--- src/rtl/wb_pkg.sv ---
// Shared types and offset math for the cache line fill / writeback adapters.
package wb_pkg;

  typedef enum logic [1:0] {IDLE, WRITE, GAP, DONE} wb_state_t;

  localparam logic [1:0]  MEM_SIZE_WORD  = 2'd2;
  localparam int unsigned BYTES_PER_WORD = 4;

  // Clears the in-line offset bits; callers truncate to their own address width.
  function automatic logic [63:0] line_base(input logic [63:0] addr,
                                            input int unsigned offset_bits);
    logic [63:0] keep;
    keep = ~64'd0 << offset_bits;
    return addr & keep;
  endfunction

endpackage

--- src/rtl/line_writeback_adapter.sv ---
// Writes one cache line back to main memory, one word per memory access.
// Define WB_DIRTY_MASK_EN to add dirty_mask_i and skip clean words.
module line_writeback_adapter
  import wb_pkg::*;
#(
  parameter int WORD_SIZE      = 32,
  parameter int WORDS_PER_LINE = 8,
  parameter int ADDR_SIZE      = 32
) (
  input  logic                                clk,
  input  logic                                reset_n,
  input  logic                                start,
  input  logic [ADDR_SIZE-1:0]                line_addr_i,
  input  logic [WORDS_PER_LINE*WORD_SIZE-1:0] line_data_i,
`ifdef WB_DIRTY_MASK_EN
  input  logic [WORDS_PER_LINE-1:0]           dirty_mask_i,
`endif
  output logic                                busy,
  output logic                                done,
  output logic                                mm_we,
  output logic [ADDR_SIZE-1:0]                mm_addr,
  output logic [WORD_SIZE-1:0]                mm_din,
  output logic [1:0]                          mm_size,
  output logic                                mm_rst,
  input  logic                                mm_valid
);

  localparam int IDX_W       = $clog2(WORDS_PER_LINE);
  localparam int WORD_BYTES  = WORD_SIZE / 8;
  localparam int WORD_SHIFT  = $clog2(WORD_BYTES);
  localparam int OFFSET_BITS = $clog2(WORDS_PER_LINE * WORD_BYTES);

  wb_state_t                          state_q, state_d;
  logic [IDX_W-1:0]                   idx_q, idx_d;
  logic [ADDR_SIZE-1:0]               base_q, base_d;
  logic [WORDS_PER_LINE*WORD_SIZE-1:0] line_q, line_d;
  logic [WORDS_PER_LINE-1:0]          mask_q, mask_d;
  logic                               busy_q, busy_d, done_q, done_d;
  logic                               mm_we_q, mm_we_d, mm_rst_q, mm_rst_d;
  logic [ADDR_SIZE-1:0]               mm_addr_q, mm_addr_d;
  logic [WORD_SIZE-1:0]               mm_din_q, mm_din_d;
  logic [WORDS_PER_LINE-1:0]          mask_in;
  logic [IDX_W:0]                     hit;

`ifdef WB_DIRTY_MASK_EN
  assign mask_in = dirty_mask_i;
`else
  assign mask_in = '1;
`endif

  logic [WORD_SIZE-1:0] in_words  [WORDS_PER_LINE];
  logic [WORD_SIZE-1:0] buf_words [WORDS_PER_LINE];

  genvar gi;
  generate
    for (gi = 0; gi < WORDS_PER_LINE; gi++) begin : g_words
      assign in_words[gi]  = line_data_i[gi*WORD_SIZE +: WORD_SIZE];
      assign buf_words[gi] = line_q[gi*WORD_SIZE +: WORD_SIZE];
    end
  endgenerate

  // Returns {found, index} of the lowest set mask bit at or above 'from'.
  function automatic logic [IDX_W:0] first_dirty(input logic [WORDS_PER_LINE-1:0] m,
                                                 input logic [IDX_W:0] from);
    logic [IDX_W:0] r;
    r = '0;
    for (int i = WORDS_PER_LINE - 1; i >= 0; i--) begin
      if (m[i] && (i >= int'(from))) r = {1'b1, IDX_W'(i)};
    end
    return r;
  endfunction

  always_comb begin
    state_d   = state_q;
    idx_d     = idx_q;
    base_d    = base_q;
    line_d    = line_q;
    mask_d    = mask_q;
    busy_d    = busy_q;
    done_d    = 1'b0;
    mm_we_d   = mm_we_q;
    mm_rst_d  = 1'b0;
    mm_addr_d = mm_addr_q;
    mm_din_d  = mm_din_q;
    hit       = '0;
    case (state_q)
      IDLE: begin
        if (start) begin
          base_d = ADDR_SIZE'(line_base(64'(line_addr_i), OFFSET_BITS));
          line_d = line_data_i;
          mask_d = mask_in;
          hit    = first_dirty(mask_in, '0);
          if (hit[IDX_W]) begin
            state_d   = WRITE;
            idx_d     = hit[IDX_W-1:0];
            busy_d    = 1'b1;
            mm_we_d   = 1'b1;
            mm_addr_d = base_d + (ADDR_SIZE'(idx_d) << WORD_SHIFT);
            mm_din_d  = in_words[idx_d];
          end else begin
            state_d = DONE;
            idx_d   = '0;
            done_d  = 1'b1;
          end
        end
      end
      WRITE: begin
        if (mm_valid) begin
          mm_we_d = 1'b0;
          hit     = first_dirty(mask_q, {1'b0, idx_q} + (IDX_W+1)'(1));
          if (hit[IDX_W]) begin
            state_d   = GAP;
            idx_d     = hit[IDX_W-1:0];
            mm_rst_d  = 1'b1;
            mm_addr_d = base_q + (ADDR_SIZE'(idx_d) << WORD_SHIFT);
            mm_din_d  = buf_words[idx_d];
          end else begin
            state_d = DONE;
            busy_d  = 1'b0;
            done_d  = 1'b1;
          end
        end
      end
      GAP: begin
        state_d = WRITE;
        mm_we_d = 1'b1;
      end
      DONE:    state_d = IDLE;
      default: state_d = IDLE;
    endcase
  end

  always_ff @(posedge clk or negedge reset_n) begin
    if (!reset_n) begin
      state_q   <= IDLE;
      idx_q     <= '0;
      base_q    <= '0;
      line_q    <= '0;
      mask_q    <= '0;
      busy_q    <= 1'b0;
      done_q    <= 1'b0;
      mm_we_q   <= 1'b0;
      mm_rst_q  <= 1'b0;
      mm_addr_q <= '0;
      mm_din_q  <= '0;
    end else begin
      state_q   <= state_d;
      idx_q     <= idx_d;
      base_q    <= base_d;
      line_q    <= line_d;
      mask_q    <= mask_d;
      busy_q    <= busy_d;
      done_q    <= done_d;
      mm_we_q   <= mm_we_d;
      mm_rst_q  <= mm_rst_d;
      mm_addr_q <= mm_addr_d;
      mm_din_q  <= mm_din_d;
    end
  end

  assign busy    = busy_q;
  assign done    = done_q;
  assign mm_we   = mm_we_q;
  assign mm_rst  = mm_rst_q;
  assign mm_addr = mm_addr_q;
  assign mm_din  = mm_din_q;
  assign mm_size = MEM_SIZE_WORD;

endmodule
--- config.mk ---
export PLATFORM = sky130hd
export DESIGN_NAME = line_writeback_adapter
export DESIGN_NICKNAME = d
export VERILOG_FILES = /design/src/rtl/wb_pkg.sv /design/src/rtl/line_writeback_adapter.sv
export SDC_FILE = /design/constraint.sdc
export NUM_CORES = 1
export LEC_CHECK = 0
export CAP_MARGIN = 10
export CORE_MARGIN = 2
export CORE_UTILIZATION = 46
export CTS_CLUSTER_SIZE = 30
export DETAILED_ROUTE_END_ITERATION = 8
export HOLD_SLACK_MARGIN = 0.02
export PLACE_DENSITY = 0.8
export SLEW_MARGIN = 40
export SYNTH_ARGS = -nofsm -noshare
export SYNTH_HDL_FRONTEND = slang
export SYNTH_SLANG_ARGS = --single-unit
--- constraint.sdc ---
create_clock -name clk -period 2.1 [get_ports clk]
set_input_delay 0.21 -clock clk [delete_from_list [all_inputs] [get_ports clk]]
set_output_delay 0.21 -clock clk [all_outputs]
set_load 0.005 [all_outputs]
* Word-level counts from Yosys, hierarchy flattened *
Index checks and enable logic that the tools add are counted.

word-level totals
  flip-flop bits (word level) = 357
  bits of input ports = 292
  output and inout bits = 70
  word-level logic and storage cells = 104

cells by class
  order comparisons = 10
  add/subtract/negate cells = 3
  multiplexer cells = 53
  reduce and logical (&&, ||, !) cells = 17
  bitwise gates (word level) = 2
  equality and inequality tests = 8

operators with widths
  operator                                                           number
  2-to-1 mux 32 bit                                                  12
  binary-select mux 32 bit (select 3 bit)                            2
  one-hot mux 32 bit (2 select lines)                                2
  adder 32 x 5 -> 32 bit                                             2
  2-to-1 mux 4 bit                                                   12
  greater-or-equal comparator 3 x 4 -> 1 bit (first input constant)  4
  2-to-1 mux 1 bit                                                   13
  2-to-1 mux 3 bit                                                   4
  != test 2 bit (second input constant)                              5
  AND reduction 5 bit                                                2
  greater-or-equal comparator 1 x 4 -> 1 bit (first input constant)  2
  greater-or-equal comparator 2 x 4 -> 1 bit (first input constant)  2
  greater-or-equal comparator 4 bit (second input constant)          2
  logical AND 1 bit                                                  8
  inverter 3 -> 4 bit                                                2
  one-hot mux 2 bit (4 select lines)                                 1
  AND reduction 4 bit                                                2
  2-to-1 mux 2 bit                                                   3
  one-hot mux 3 bit (2 select lines)                                 1
  adder 3 x 1 -> 4 bit (second input constant)                       1
  equality test 2 bit (second input constant)                        2
  one-hot mux 1 bit (2 select lines)                                 2
  AND reduction 2 bit                                                2
  one-hot mux 1 bit (3 select lines)                                 1
  other kinds (4)                                                    4

* Depth between registers and ports, before layout *
Gate-level depths: netlist of run 1.

  depth in word-level cells = 20
  gate-level depth with buffers = 9
  mapped depth without buffers = 7

* Worst setup path after synthesis of run 1 *
Ideal clock, no wire load.

  path kind = reg2reg
  start point = reg idx_q[0]
  end point = reg mm_din_q[8] (netlist: mm_din[8])
  data required time = 1.974 ns
  stages on the path, launching flop included = 9
  setup slack = 0.037 ns
  buffers on the path = 2
  library setup time = 0.126 ns
  arrival = 1.937 ns
  path through = dfrtp_1 -> inv_1 -> ha_1 -> nor2_1 -> and3_1 -> buf_6 -> buf_6 -> mux4_2 -> a221o_1

on the way
  cells in the longest elaborated chain, start to end = 20

RTL lines
  element                                                RTL line                       RTL
  start, declared                                        line_writeback_adapter.sv:34   logic [IDX_W-1:0] idx_q, idx_d;
  start signal, assigned                                 line_writeback_adapter.sv:148  idx_q <= idx_d;
  adder 3 x 1 -> 4 bit *                                 line_writeback_adapter.sv:110  hit = first_dirty(mask_q, {1'b0, idx_q} + (IDX_W+1)'(1));
  greater-or-equal comparator 3 x 4 -> 1 bit             line_writeback_adapter.sv:68   if (m[i] && (i >= int'(from))) r = {1'b1, IDX_W'(i)};
  logical AND 1 bit                                      line_writeback_adapter.sv:68
  2-to-1 mux 4 bit (7 in series)                         line_writeback_adapter.sv:68
  2-to-1 mux 4 bit *                                     line_writeback_adapter.sv:68
  2-to-1 mux 4 bit *                                     line_writeback_adapter.sv:108  if (mm_valid) begin
  2-to-1 mux 4 bit *                                     line_writeback_adapter.sv:86   case (state_q)
  inverter 3 -> 4 bit (implied by the code)              line_writeback_adapter.sv:116  mm_din_d = buf_words[idx_d];
  binary-select mux 32 bit (select 3 bit)                line_writeback_adapter.sv:116
  2-to-1 mux 32 bit (implied by the code) (2 in series)  line_writeback_adapter.sv:116
  2-to-1 mux 32 bit                                      line_writeback_adapter.sv:111  if (hit[IDX_W]) begin
  2-to-1 mux 32 bit                                      line_writeback_adapter.sv:108
  one-hot mux 32 bit (2 select lines)                    line_writeback_adapter.sv:86
  end signal, assigned                                   line_writeback_adapter.sv:157  mm_din_q <= mm_din_d;
  end, declared                                          line_writeback_adapter.sv:41   logic [WORD_SIZE-1:0] mm_din_q, mm_din_d;

Mark *: on every way between the ends. The rest lies on a longest branch, timed or not. The select of a mux whose other input is x is not followed.
A chain may end at the register's enable or synchronous reset.

* Worst setup path after layout of run 1 *
  start point = reg idx_q[0]
  end point = reg mm_din_q[22] (netlist: mm_din[22])

Same word-level chain as after synthesis.

==> qor.csv, run 1 <==
stage,metric,value,unit
status,status,"finished, violations left",
status,failing checks,setup timing,
cts,clk root buf,clkbuf_16,
yosys,synthesized flop and latch total,352,
yosys,YS warnings,0,
cells_and_area,Area growth syn-to-layout,37.8,%
timing,RSZ-0062 raised after global routing,true,
drt,max layer used,met4,
flow_run,Max-cap violations,0,
cells_and_area,Finished Layout Cells,2697,
yosys,post-synthesis sequential area ratio,55.0,%
drt,routed wl met3,3500,microns
worst_setup_path,"CP delay by family, top",simple AND/OR/NAND/NOR gates,
drt,Post-DRT Antenna Nets,0,
floorplanning,Initial Utilization,46.6,%
floorplanning,I/O pin cnt,362,
floorplanning,Die Ht,191,microns
cells_and_area,layout cells sized above 1,10.4,%
floorplanning,Die X,191,microns
worst_setup_path,crit path max fanout,6,
drt,vias per cell,5.30,
timing,final hold violations,0,
worst_setup_path,Buf/Inv on CP,3,
cts,CTS tree,done,
timing,"Slew Viols, Final",0,
global_route,first-pass GRT wire length,77000,microns
timing,setup ws final,-0.00223,ns
timing,Final setup viols,2,
cells_and_area,FILL cells,2691,
cts,cts bufs inserted,38,
timing,Achievable Freq,476,MHz
yosys,synthesized area per cell,8.65,sq um
yosys,synth top area cells,"dfrtp_1 55%, nand2_1 24%, mux2i_1 3.1%",
worst_setup_path,flop2flop setup slack,-0.002,ns
cts,CTS H-tree depth,2,
worst_setup_path,reg2reg end,mm_din[22]$_DFFE_PN0P_,
timing,Fin Clk Skew,0.0158,ns
yosys,"count leader, synth",nand2_1,
placement,Detailed Place HPWL,36300,microns
worst_setup_path,worst-path cell chain,buf_6 > ha_4 > nor2_4 > and3_4 > buf_12 > buf_4 > mux4_2 > a221o_1,
worst_setup_path,crit path DAT,2.51,ns
cells_and_area,multi-input combinational cell area,6720,sq um
worst_setup_path,CP max-delay cell,dfrtp_1,
drt,final wirelength,51200,microns
drt,via count,14292,
worst_setup_path,critical path required time,2.50,ns
power,PD cells,1580,nW/um^2
global_route,GRT Residual Overflow,0,
timing,Worst Tran Pin Value,0.590,ns
placement,Placed Cells,2605,
timing,final worst-path cycle share,100,%
min_path,hold crit path type,input port to async pin,
global_route,initial antenna violation count,7,
drt,Wirelength per Cell,19.0,microns
timing,fin crit period,2.10,ns
timing,Slew Limit Headroom,60.7,%
cts,"CTS clk-pin slew, worst paths",0.06,ns
yosys,Synth cell types,46,
worst_setup_path,CP peak stage delay,0.40,ns
cells_and_area,fin util,64.2,%
yosys,Yosys top cell by area,dfrtp_1,
floorplanning,FP Rows,68,
floorplanning,DIE AREA,36300,sq um
cts,Sink Count,352,
cells_and_area,register area,8810,sq um
yosys,Post-synth ARST share,100,%
power,P_leak,10.8,nW
placement,GPL Wtd Cong,0.892,
global_route,pin count of the biggest net entering global routing,109,
power,maximum VDD drop,0.858,mV
cts,Bufs on Longest Clock Path,3,
yosys,top-area cell type share of the netlist area,55.0,%
yosys,synthesized area,16000,sq um
global_route,GRT Overall Usage,27.4,%
worst_setup_path,R2R depth,8,
drt,first drt pass iteration count,7,
yosys,Mapped Cells,1851,
drt,drt drc,0,
floorplanning,core footprint,34400,sq um
drt,DRT iter0 DRCs,1240,
global_route,vias in the first global route,14186,
worst_setup_path,Worst setup SP type,flop,
cts,latest clock arrival within the worst-skew pair,0.52,ns
worst_setup_path,R2R Path Start,idx_q[0]$_DFFE_PN0P_,
worst_setup_path,Worst setup EP type,flop,
yosys,number of flops mapped to enable cells by yosys,0,
drt,routed wl met2,24500,microns
cells_and_area,Nets,2501,
yosys,Main synth FF type,dfrtp_1,
worst_setup_path,CP Class,flop to flop,
yosys,"top cells by count, synth","1031 x nand2_1, 352 x dfrtp_1, 68 x nand3_1",
placement,I/O Buffers,352,
drt,M1 WL,20700,microns
==> how the worst max path moves through the flow <==
stage | startpoint | endpoint | cells after the start
2_1_floorplan | idx_q[0]$_DFFE_PN0P_ | mm_din[8]$_DFFE_PN0P_ | 8
3_3_place_gp | idx_q[0]$_DFFE_PN0P_ | mm_din[2]$_DFFE_PN0P_ | 9
3_5_place_dp | idx_q[0]$_DFFE_PN0P_ | mm_din[2]$_DFFE_PN0P_ | 9
4_1_cts | idx_q[1]$_DFFE_PN0P_ | mm_din[9]$_DFFE_PN0P_ | 6
5_1_grt | idx_q[1]$_DFFE_PN0P_ | mm_din[11]$_DFFE_PN0P_ | 8
6_report | idx_q[0]$_DFFE_PN0P_ | mm_din[22]$_DFFE_PN0P_ | 8
==> worst register-to-register path, stage by stage, from the launching register on <==
cell and delay (ns):
dfrtp_1 0.40, buf_6 0.15, ha_4 0.17, nor2_4 0.13, and3_4 0.30, buf_12 0.16, buf_4 0.11, mux4_2 0.28
a221o_1 0.30
==> cell usage in the layout (no fill, tap or decap), drive strengths merged, types with 5 or more instances in the layout <==
cell / count
o21ai: 47
clkbuf: 54
a222oi: 13
nand3: 69
dfrtp: 352
inv: 5
nand2: 1032
diode: 7
mux2i: 49
bufinv: 5
o41ai: 15
a21oi: 51
mux4: 15
clkinv: 11
mux2: 14
a221o: 13
nor2: 19
clkdlybuf4s50: 351
buf: 82
==> timing repair <==
action / in CTS / in global routing
endpoints found under the hold margin: 106 / 0
pin swaps: 1 / 7
cloned: 1 / 4
endpoints found under the setup margin: 28 / 30
setup buffers: 0 / 10
hold buffers: 1 / 0
resized for setup: 15 / 31
==> logic make-up after synthesis <==
family / Yosys count / synth area share [%]
other cells: 2 / 0.0469
flops: 352 / 55.0
fa+ha+maj: 3 / 0.235
mux: 78 / 6.23
simple gates: 1135 / 27.7
buf+inv: 130 / 4.35
compound gates: 151 / 6.39
==> sequential cells by signal, indices dropped and copies added (netlist names) <==
register / count
mm_addr: 28
mm_din: 32
base_q: 27
state_q: 2
mm_we: 1
mask_q: 1
done: 1
idx_q: 2
busy: 1
line_q: 256
mm_rst: 1
==> metrics by stage <==
stage | area, sq um | hold slack [ns] | power (W) | setup TNS [ns] | setup slack (ns)
2_1_floorplan | 16000 | -0.0856 | 0.0204 | 0 | 0.0370
3_3_place_gp | 20300 | 0.164 | 0.0260 | -0.262 | -0.0593
3_5_place_dp | 20300 | 0.163 | 0.0266 | -1.24 | -0.108
4_1_cts | 21700 | 0.203 | 0.0339 | -0.0663 | -0.0429
5_1_grt | 22100 | 0.208 | 0.0370 | -0.302 | -0.0512
6_report | 22100 | 0.202 | 0.0348 | -0.00368 | -0.00223
==> area by class of cell <==
class	count	share of cell area (%)
tap	455	2.58
multi-input combinational	1372	30.5
inverter	4	0.0681
antenna	7	0.0794
clock buffer	50	4.98
sequential	352	39.9
clock inverter	19	1.06
timing repair buffer	438	20.8
==> layer usage <==
metal,GRT usage [%],vias up
met5,0,-
met4,13.7,0
met3,4.56,128
met2,44.5,604
met1,35.8,6901
li1,-,6659
==> power breakdown <==
part | internal, W | switching (W)
combinational | 0.00715 | 0.00861
clock | 0.00430 | 0.00275
sequential | 0.0100 | 0.00193
total | 0.0215 | 0.0133
(Power assumes the default switching activity.)
==> run 2: changes to the inputs <==
CORE_UTILIZATION = 47   (was 46)
CTS_BUF_LIST = sky130_fd_sc_hd__clkbuf_8   (was unset)
PLACE_DENSITY = 0.81   (was 0.8)
==> qor.csv, run 2 (synthesis results as in run 1) <==
stage,metric,value,unit,change
status,status,"finished, violations left",,
cts,Bufs on Longest Clock Path,3,,unchanged
worst_setup_path,worst-path cell chain,buf_6 > ha_2 > and3b_2 > a31o_4 > buf_6 > buf_4 > o21ai_0 > a222oi_1 > a221o_1,,
worst_setup_path,CP Class,flop to flop,,
floorplanning,Die Ht,189,microns,-1.0%
worst_setup_path,CP max-delay cell,dfrtp_1,,
power,NetSw,0.0133,W,-0.10%
timing,Achievable Freq,474,MHz,-0.31%
cts,Sink Count,352,,unchanged
worst_setup_path,Worst setup EP type,flop,,
cells_and_area,Area growth syn-to-layout,37.2,%,
worst_setup_path,R2R Path Start,idx_q[0]$_DFFE_PN0P_,,
timing,Fin Clk Skew,0.0226,ns,+0.00683 ns
cells_and_area,Largest Register,line_q,,
timing,final hold violations,0,,unchanged
placement,GPL Wtd Cong,0.907,,+1.7%
cts,latest clock arrival within the worst-skew pair,0.59,ns,+0.07 ns
cts,CTS tree,done,,
worst_setup_path,reg2reg end,mm_din[29]$_DFFE_PN0P_,,
timing,final worst-path cycle share,100,%,+0.31 points
floorplanning,FP Rows,67,,-1.5%
drt,routed wl met3,3770,microns,+7.8%
global_route,first-pass GRT wire length,78000,microns,+1.3%
power,PD cells,1550,nW/um^2,-1.5%
cells_and_area,design area,22000,sq um,-0.45%
timing,fin crit period,2.11,ns,+0.00659 ns
floorplanning,Die X,189,microns,-1.0%
cts,"CTS clk-pin slew, worst paths",0.06,ns,about the same
timing,"Slew Viols, Final",0,,unchanged
drt,Wirelength per Cell,18.7,microns,-1.6%
floorplanning,Initial Utilization,47.7,%,+1.2 points
worst_setup_path,Critical Path Start,idx_q[0]$_DFFE_PN0P_,,
worst_setup_path,critical path required time,2.57,ns,+0.07 ns
timing,setup ws final,-0.00882,ns,-0.00659 ns
worst_setup_path,CP endpoint,mm_din[29]$_DFFE_PN0P_,,
cells_and_area,"commonest non-fill, non-tap cell in the layout",nand2_1,,
placement,pre-CTS setup slack,-0.0473,ns,+0.0604 ns
worst_setup_path,Worst setup SP type,flop,,
worst_setup_path,R2R depth,9,,+1
worst_setup_path,crit path max fanout,6,,unchanged
worst_setup_path,"most used cell, CP",buf_6,,
drt,Post-DRT Antenna Nets,0,,unchanged
drt,drt drc,0,,unchanged
placement,Detailed Place HPWL,35900,microns,-0.92%
power,sequential share of power,35.1,%,+0.7 points
cts,cts bufs inserted,57,,+50%
cells_and_area,Nets,2531,,+1.2%
cells_and_area,FILL cells,2639,,-1.9%
drt,routed wl met2,24100,microns,-1.7%
cts,clk root buf,clkbuf_8,,
timing,Final setup viols,1,,-1
cts,CTS H-tree depth,2,,unchanged
floorplanning,I/O pin cnt,362,,unchanged
drt,vias per cell,5.36,,+1.1%
global_route,GRT Overall Usage,28.0,%,+0.58 points
timing,RSZ-0062 raised after global routing,true,,
power,switching share of total power,38.9,%,+0.71 points
power,maximum VDD drop,0.836,mV,-2.6%
cells_and_area,max FFs per register,256,,unchanged
drt,M1 WL,20100,microns,-3.1%
power,clock group share of total power,18.4,%,-1.9 points
cells_and_area,Finished Layout Cells,2727,,+1.1%
timing,Worst Tran Pin Value,0.543,ns,-0.0474 ns
flow_run,Max-cap violations,0,,unchanged
power,internal power,0.0208,W,-3.1%
global_route,vias in the first global route,14635,,+3.2%
cells_and_area,layout cells sized above 1,11.6,%,+1.2 points
status,failing checks,setup timing,,
drt,max layer used,met4,,
worst_setup_path,crit path DAT,2.58,ns,+0.07 ns
min_path,hold crit path type,input port to async pin,,
power,P_leak,10.8,nW,+0.55%
floorplanning,core footprint,33500,sq um,-2.4%
cells_and_area,most frequent cells in the layout,"1030 x nand2_1, 351 x clkdlybuf4s50_1, 350 x dfrtp_1",,
drt,DRT iter0 DRCs,1419,,+14%
worst_setup_path,CP peak stage delay,0.42,ns,+0.02 ns
placement,Placed Cells,2612,,+0.27%
placement,I/O Buffers,352,,unchanged
worst_setup_path,flop2flop setup slack,-0.009,ns,about the same
drt,final wirelength,51000,microns,-0.47%
drt,first drt pass iteration count,7,,unchanged
placement,Placement Cell Area,20300,sq um,+0.23%
floorplanning,DIE AREA,35500,sq um,-2.1%
cells_and_area,fin util,65.5,%,+1.3 points
global_route,initial antenna violation count,5,,-2
global_route,GRT Residual Overflow,0,,unchanged
power,Gate power share,46.5,%,+1.2 points
timing,Slew Limit Headroom,63.7,%,+3.1 points
drt,via count,14609,,+2.2%
global_route,pin count of the biggest net entering global routing,93,,-15%
## run 2: timing repair
action / 4_1_cts / 5_1_grt
pin swaps: 2 / 10
buffers inserted: 2 / 8
cloned: 0 / 3
hold endpoints to repair: 81 / 0
hold buffers: 1 / 0
gates resized for setup: 2 / 56
endpoints found under the setup margin: 27 / 40
## run 2: power by group through the flow
| stage | Clock, W | Combinational, W | Sequential [W] |
|---|---|---|---|
| CTS | 0.00633 | 0.0148 | 0.0119 |
| global placement | 0 | 0.0142 | 0.0119 |
| finish | 0.00627 | 0.0158 | 0.0120 |
| floorplan | 0 | 0.00893 | 0.0114 |
| global route | 0.00668 | 0.0173 | 0.0123 |
| detailed placement | 0 | 0.0146 | 0.0120 |
## run 2: worst min path at each step
stage,start,endpoint,slack (ns)
after CTS,line_data_i[160],line_q[160]$_DFFE_PN0P_,0.12
after detailed placement,reset_n,line_q[184]$_DFFE_PN0P_,0.18
after global routing,line_data_i[67],line_q[67]$_DFFE_PN0P_,0.13
after floorplan,reset_n,base_q[10]$_DFFE_PN0P_,-0.09
after global placement,reset_n,line_q[99]$_DFFE_PN0P_,0.18
final,reset_n,line_q[66]$_DFFE_PN0P_,0.14
## run 2: stage by stage
step,setup TNS (ns),hold WS [ns],total power [W]
global placement,-0.0258,0.185,0.0261
global route,-0.415,0.133,0.0362
CTS,-0.0781,0.122,0.0331
floorplan,0,-0.0856,0.0204
detailed placement,-0.351,0.184,0.0267
finish,-0.00882,0.143,0.0341
## run 2: area by class of cell
type	count	area, sq um	share of cell area (%)
Antenna cell	5	12.5	0.0570
Clock buffer	76	1050	4.76
Clock inverter	21	171	0.781
Inverter	4	15.0	0.0684
Multi-Input combinational cell	1371	6720	30.6
Sequential cell	352	8810	40.1
Tap cell	448	561	2.55
Timing Repair Buffer	450	4620	21.0
## run 2: per-layer routing
layer  GRT usage (%)  vias up
li1                -     6718
met4            15.3        0
met5               0        -
met3            5.05      154
met2            45.5      712
met1            35.7     7025
## run 2: critical path, delay by kind of cell, from the launching register on
| kind | cells | cell delay, ns |
|---|---|---|
| DFF | 1 | 0.42 |
| AOI/OAI and AO/OA | 4 | 0.69 |
| buffers and inverters | 3 | 0.45 |
| and+or+nand+nor | 1 | 0.21 |
| adders and majority gates | 1 | 0.19 |
